## src/rtl/fetch_unit.sv

```systemverilog
// Instruction fetch stage: owns the program counter, reads the instruction
// BRAM (one-cycle read latency), presents each instruction to decode under a
// valid/ready handshake, then waits for the memory stage to return the next
// PC before fetching again. Keeps a retired-instruction count and a sticky
// misalignment error for debug.
module fetch_unit #(
  parameter int                   INST_SIZE = 10,
  parameter logic [INST_SIZE-1:0] INIT_PC   = '0
) (
  input  logic                 clk,
  input  logic                 rstn,
  input  logic                 start,
  output logic [INST_SIZE-3:0] imem_addr,
  input  logic [31:0]          imem_dout,
  output logic [31:0]          inst,
  output logic [INST_SIZE-1:0] pc_out,
  output logic                 inst_valid,
  input  logic                 inst_ready,
  input  logic                 npc_valid,
  input  logic [INST_SIZE-1:0] npc,
  output logic [31:0]          retired,
  output logic                 err
);

  typedef enum logic [2:0] {
    S_IDLE,
    S_FETCH,
    S_WAIT,
    S_VALID,
    S_EXEC,
    S_HALT
  } state_t;

  state_t               state;
  logic [INST_SIZE-1:0] pc;

  // The BRAM address is a pure slice of the PC register, so it is stable for
  // the whole FETCH cycle and changes only on the edge that loads a new PC.
  assign imem_addr = pc[INST_SIZE-1:2];

  // Fetch sequencer: state, PC, the decode-facing instruction register and
  // the debug counters all update together on the rising edge.
  always_ff @(posedge clk) begin
    // NOTE: every register here is state, so every assignment is non-blocking;
    // a blocking assignment would let later lines see the new value this edge.
    if (!rstn) begin
      state      <= S_IDLE;
      pc         <= INIT_PC;
      inst       <= '0;
      pc_out     <= '0;
      inst_valid <= 1'b0;
      retired    <= '0;
      err        <= 1'b0;
    end else begin
      case (state)
        S_IDLE: begin
          if (start) state <= S_FETCH;
        end

        // Address has been on the BRAM port for this cycle; data arrives next.
        S_FETCH: begin
          state <= S_WAIT;
        end

        // BRAM output is valid now: capture it alongside the PC it came from.
        S_WAIT: begin
          inst       <= imem_dout;
          pc_out     <= pc;
          inst_valid <= 1'b1;
          state      <= S_VALID;
        end

        // Hold inst/pc_out untouched until decode takes them.
        S_VALID: begin
          if (inst_ready) begin
            inst_valid <= 1'b0;
            state      <= S_EXEC;
          end
        end

        // Wait for the downstream next-PC; a misaligned target is fatal.
        S_EXEC: begin
          if (npc_valid) begin
            if (npc[1:0] == 2'b00) begin
              pc      <= npc;
              retired <= retired + 32'd1;
              state   <= S_FETCH;
            end else begin
              err   <= 1'b1;
              state <= S_HALT;
            end
          end
        end

        // Terminal until reset.
        S_HALT: begin
          state <= S_HALT;
        end

        // NOTE: the explicit default recovers from an unused encoding of the
        // 3-bit state register instead of leaving the machine stuck there.
        default: begin
          state <= S_IDLE;
        end
      endcase
    end
  end

endmodule

```

## config.mk

```make
export PLATFORM = sky130hd
export DESIGN_NAME = fetch_unit
export DESIGN_NICKNAME = d
export VERILOG_FILES = /design/src/rtl/fetch_unit.sv
export SDC_FILE = /design/constraint.sdc
export NUM_CORES = 1
export LEC_CHECK = 0
export CAP_MARGIN = 20
export CORE_MARGIN = 4
export CORE_UTILIZATION = 45
export CTS_CLUSTER_SIZE = 20
export DETAILED_ROUTE_END_ITERATION = 8
export PLACE_DENSITY = 0.89
export SKIP_CTS_REPAIR_TIMING = 1
export SLEW_MARGIN = 20
export SYNTH_ARGS = -nofsm -noshare
export SYNTH_HDL_FRONTEND = slang
export SYNTH_SLANG_ARGS = --single-unit
```

## constraint.sdc

```tcl
create_clock -name clk -period 2.71 [get_ports clk]
set_input_delay 0.542 -clock clk [delete_from_list [all_inputs] [get_ports clk]]
set_output_delay 0.542 -clock clk [all_outputs]
set_load 0.02 [all_outputs]
```

==> results of run 1 <==
cells in the final DEF (no fill, tap or decap), drive strengths merged, types with 7 or more instances in the layout:
master / netlist / final
clkdlybuf4s50: 0 / 130
nand2: 117 / 117
dfxtp: 89 / 89
a21oi: 73 / 73
or4: 15 / 15
nor2: 14 / 14
o31ai: 13 / 13
nand3: 12 / 12
clkbuf: 26 / 11
buf: 11 / 10
nand4: 9 / 9
or3: 7 / 7
worst paths after layout:
path	from	end	slack [ns]	depth (start not counted)
max	retired[0]	retired[26]	0.41	5
max reg2reg	retired[0]	retired[26]	0.41	5
min reg2reg	inst[0]	inst[0]	0.45	2
min	inst[0]	inst[0]	0.45	2
layout make-up:
cell class	instances	area share
repair buffers	140	0.262
flip-flops and latches	89	0.339
clock inverters	5	0.0198
well taps	102	0.0243
inverters	6	0.00429
clock buffers	11	0.0250
multi-input cells	318	0.326
where the power goes:
part	switching, mW	internal [mW]	total (mW)	leakage, nW
sequential	0.0225	1.34	1.36	0.720
clock	0.449	0.614	1.06	0.118
combinational	0.151	0.144	0.295	0.887
total	0.622	2.10	2.72	1.72
synth_stat cells (2+ instances only):
cell,n,area share
xor2_1,4,0.0095
and2_1,2,0.0034
nor3_1,2,0.0027
buf_4,8,0.016
o31ai_1,13,0.026
inv_1,4,0.0041
dfxtp_1,89,0.48
nand2b_1,5,0.0085
nor2_1,14,0.014
nand4_2,2,0.0068
or3_1,7,0.012
nor4_1,3,0.0051
or4_1,14,0.028
clkbuf_1,25,0.025
o21ai_0,6,0.0081
nand4_1,7,0.012
xnor2_1,3,0.0071
and4_1,4,0.0095
and3_1,4,0.0068
nand4bb_1,2,0.0061
a21oi_1,73,0.099
nand2_1,117,0.12
mux2i_1,3,0.0081
buf_2,3,0.0041
o21a_1,2,0.0041
nand3_1,12,0.016
worst max-delay path: stages, from the launching register on:
cell and delay [ns]:
dfxtp_1 0.40, ha_1 0.25, nand4_2 0.21, or4_1 0.72, or4_1 0.51, a21oi_1 0.15
routing by layer:
metal  wire length, um  track usage  vias up
li1                  -            -     1788
met5                 0            0        -
met4               255       0.0798        0
met2              5450        0.386      114
met3               592       0.0439       23
met1              4140        0.249     1752
flip-flops by register name, indices dropped and copies added, names as in the netlist:
register    count
err             1
inst           32
inst_valid      1
pc             10
pc_out         10
retired        32
state           3
kinds of logic after synthesis:
kind of cell | after synthesis | synth area share
AND/OR/NAND/NOR | 206 | 0.282
AO/OA/AOI/OAI | 101 | 0.153
flip-flops | 89 | 0.482
buffers and inverters | 43 | 0.0555
XOR/XNOR | 7 | 0.0166
multiplexers | 3 | 0.00812
adder cells (fa/ha/maj) | 1 | 0.00338
==> flow_summary.json, run 1 <==
{
  "outcome": "complete, no violations",
  "max_slew_margin": 0.697,
  "routabilityCongestion": 0.831,
  "instances_no_fill": 671,
  "stdcell_area_sq_um": 5260,
  "grt_start_max_net_pins": 44,
  "wl_per_cell_um": 15.6,
  "ant_nets": 0,
  "initial_utilization": 0.471,
  "synth-main-ff-cell": "dfxtp_1",
  "timing.final.ws_setup_ns": 0.413,
  "first_iter_violations": 178,
  "fp-row-count": 32,
  "drive_above_1_share": 0.0633,
  "clkSinkCount": 89,
  "end_kind": "flip-flop",
  "arrival_ns": 2.58,
  "n_antenna_cell": 0,
  "rsz0062_at_grt": "false",
  "hp-class": "flip-flop to flip-flop",
  "placedCellCount": 655,
  "multiInputGateArea_sq_um": 1710,
  "grt_pass1_vias": 3650,
  "clk_path_buf_depth": 2,
  "avgViaCountPerCell": 5.48,
  "path_max_fanout": 9,
  "cts_tree": "done",
  "dieArea_sq_um": 9730,
  "synth_area_sq_um": 3700,
  "ys_warn_count": 0,
  "clk_latency_ns": 0.35,
  "fillers": 646,
  "finalHoldViolCount": 0,
  "post-route-min-period_ns": 2.30,
  "worstPathRequired_ns": 2.99,
  "finalMaxSlewViolations": 0,
  "ys_ff_latch": 89,
  "crit_path_start_kind": "flip-flop",
  "total_power_mw": 2.72,
  "regArea_sq_um": 1780,
  "whs_ns": 0.454,
  "io_buffers": 130,
  "seq_area_frac_synth": 0.482,
  "post-dp-hpwl_um": 7370,
  "crit_type": "flip-flop to flip-flop",
  "finalSetupViolations": 0,
  "synthArstFlopShare": 0,
  "root_buffer": "clkbuf_8",
  "grtUsageTotal": 0.214,
  "max_freq_mhz": 435,
  "period_share": 0.848,
  "die_height_um": 98.7,
  "syn-num-nets": 498,
  "worst_slew_pin_slew_ns": 0.455,
  "wirelength_um": 10400,
  "vias": 3677,
  "first_pass_iters": 5,
  "tns_ns": 0,
  "synth_edf_count": 0,
  "syn_inst": 450,
  "io_pins": 131,
  "utilization": 0.670,
  "antenna_found_initial": 0,
  "syn_to_final_growth_pct": 42.1,
  "powerDensity_nw_per_um2": 518,
  "drv_cap": 0,
  "dpl_cell_area_sq_um": 5020,
  "final_nets": 612,
  "grt_pass1_wl_um": 17300,
  "syn_avg_cell_area_sq_um": 8.22,
  "remaining_drc_errors": 0,
  "irDropWorstVdd_uv": 351,
  "synth.distinct_cells": 48,
  "overflow": 0,
  "cts_buffers": 9,
  "clk_pin_slew_ns": 0.09,
  "core_sq_um": 7850,
  "place_ws_ns": 0.0908,
  "skew_ns": 0.0112,
  "leakagePower_nw": 1.72,
  "die-width_um": 98.7,
  "htree_levels": 3
}
Note: power is estimated with default switching activity, not from simulation.
==> run 2, diff against run 1 <==
Clock period 2.71 ns to 2.3 ns, I/O delays scaled along.
==> run 2 against run 1 <==
  * Setup slack got worse by 0.19 ns
  * Clock skew about the same
  * Routed wire length decreased by 0.66%
  * Total power grew 16%
  * Hold slack improved by 0.0028 ns
  * Critical endpoint is now retired[20]
  * Largest cell class unchanged
==> flow_summary.json, run 2 (synthesized netlist as in run 1, its figures left out) <==
{
  "grt_pass1_vias": 3583,
  "routabilityCongestion": 0.862,
  "cts_tree": "done",
  "overflow": 0,
  "final_common_cell": "clkdlybuf4s50_1",
  "max_stage_delay_ns": 0.56,
  "clkSinkCount": 89,
  "remaining_drc_errors": 0,
  "wl_per_cell_um": 15.2,
  "rsz0062_at_grt": "false",
  "crit_path_start_kind": "flip-flop",
  "post-route-min-period_ns": 2.08,
  "vias": 3675,
  "stdcell_area_sq_um": 5350,
  "r2r-end": "retired[20]",
  "avgViaCountPerCell": 5.37,
  "max_freq_mhz": 482,
  "worstPathRequired_ns": 2.59,
  "crit_type": "flip-flop to flip-flop",
  "outcome": "complete, no violations",
  "finalMaxSlewViolations": 0,
  "top_regs": "inst (32), retired (32)",
  "io_buffers": 130,
  "pwr-share-clk": 0.381,
  "internal-power_mw": 2.40,
  "die_height_um": 98.7,
  "antenna_found_initial": 0,
  "clk_path_buf_depth": 2,
  "finalSetupViolations": 0,
  "min-delay-start": "inst[0]",
  "pwr-share-comb": 0.111,
  "utilization": 0.682,
  "first_iter_violations": 137,
  "ant_nets": 0,
  "pwr-share-seq": 0.507,
  "io_pins": 131,
  "path_max_fanout": 9,
  "placedCellCount": 668,
  "worst_slew_pin_slew_ns": 0.478,
  "grtUsageTotal": 0.214,
  "instances_no_fill": 684,
  "wirelength_um": 10400,
  "syn_to_final_growth_pct": 44.6,
  "n_antenna_cell": 0,
  "finalHoldViolCount": 0,
  "drive_above_1_share": 0.0893,
  "critPathSlowestCell": "or3_1",
  "root_buffer": "clkbuf_8",
  "final_nets": 625,
  "reg2regPathDepth": 5,
  "fp-row-count": 32,
  "powerDensity_nw_per_um2": 592,
  "irDropWorstVdd_uv": 403,
  "dieArea_sq_um": 9730,
  "clk_pin_slew_ns": 0.09,
  "worstPathCellList": "ha_1, nand4_2, or3_1, nor4_1, mux2i_1",
  "htree_levels": 3,
  "hold_depth": 2,
  "switchingPower_mw": 0.766,
  "die-width_um": 98.7,
  "leakagePower_nw": 1.78,
  "whs_ns": 0.457,
  "post-dp-hpwl_um": 7590,
  "drv_cap": 0,
  "fillers": 652,
  "max_slew_margin": 0.678,
  "clk_latency_ns": 0.35,
  "cts_buffers": 9,
  "arrival_ns": 2.37,
  "grt_start_max_net_pins": 43,
  "dpl_cell_area_sq_um": 5120,
  "hold_end": "inst[0]",
  "period_share": 0.903,
  "switching_share": 0.242,
  "end_kind": "flip-flop",
  "first_pass_iters": 5,
  "hp-class": "flip-flop to flip-flop",
  "skew_ns": 0.0115,
  "core_sq_um": 7850,
  "rrSetupSlack_ns": 0.22,
  "final_cell_mix": "130 x clkdlybuf4s50_1, 117 x nand2_1, 89 x dfxtp_1",
  "r2r-start": "retired[1]",
  "grt_pass1_wl_um": 17200,
  "initial_utilization": 0.471
}
==> run 2: cell count changes in the layout (fill, tap and decap cells not counted) <==
cell | previous run | this run
inv_6 | 0 | 1
or4_1 | 14 | 13
or4_4 | 0 | 1
buf_4 | 10 | 23
clkbuf_8 | 9 | 10
bufinv_16 | 3 | 2
clkbuf_1 | 2 | 0
clkinvlp_4 | 0 | 1
==> run 2: area by class of cell <==
type                    instances  area (sq um)  share of cell area
flip-flops and latches         89          1780               0.333
multi-input cells             318          1720               0.321
repair buffers                153          1470               0.276
clock buffers                  10           138              0.0257
well taps                     102           128              0.0239
clock inverters                 6          90.1              0.0168
inverters                       6          22.5             0.00421
==> run 2: metrics by stage <==
step | setup TNS (ns) | worst slack [ns] | power (mW)
after floorplan | 0 | 0.0986 | 1.80
after global placement | -0.440 | -0.161 | 1.99
after detailed placement | -1.10 | -0.208 | 2.00
after CTS | 0 | 0.141 | 3.19
after global routing | 0 | 0.0943 | 3.29
final | 0 | 0.224 | 3.17
==> run 2: power groups by stage <==
stage	registers [mW]	logic, mW	clock network (mW)
after detailed placement	1.64	0.354	0
after CTS	1.61	0.356	1.22
after global placement	1.64	0.347	0
after floorplan	1.68	0.124	0
after global routing	1.61	0.384	1.30
final	1.61	0.353	1.21
==> run 2: routing by layer <==
metal | GRT usage | routed length, um | vias to the layer above
met5 | 0 | 0 | -
met4 | 0.0882 | 279 | 0
met3 | 0.0453 | 529 | 28
met2 | 0.377 | 5370 | 125
met1 | 0.251 | 4190 | 1704
li1 | - | - | 1818
==> run 2: critical path: cells and delay by family (launching register included) <==
family        cells  cell delay (ns)
fa+ha+maj         1             0.21
mux               1             0.23
flops             1             0.34
simple gates      3             1.23
==> run 2: worst max path at each step <==
| stage | cells past startpoint | slack, ns | from | endpoint |
|---|---|---|---|---|
| 2_1_floorplan | 6 | 0.1 | retired[0] | retired[26] |
| 3_3_place_gp | 5 | -0.16 | npc_valid | retired[28] |
| 3_5_place_dp | 5 | -0.21 | npc_valid | retired[28] |
| 4_1_cts | 5 | 0.14 | retired[1] | retired[28] |
| 5_1_grt | 5 | 0.09 | retired[1] | retired[26] |
| 6_report | 5 | 0.22 | retired[1] | retired[20] |
==> run 3, diff against run 2 <==
Settings changed: CTS_CLUSTER_DIAMETER set to 100.
==> results of run 3 <==
Final layout, timing and power as in run 2 (identical DEF).
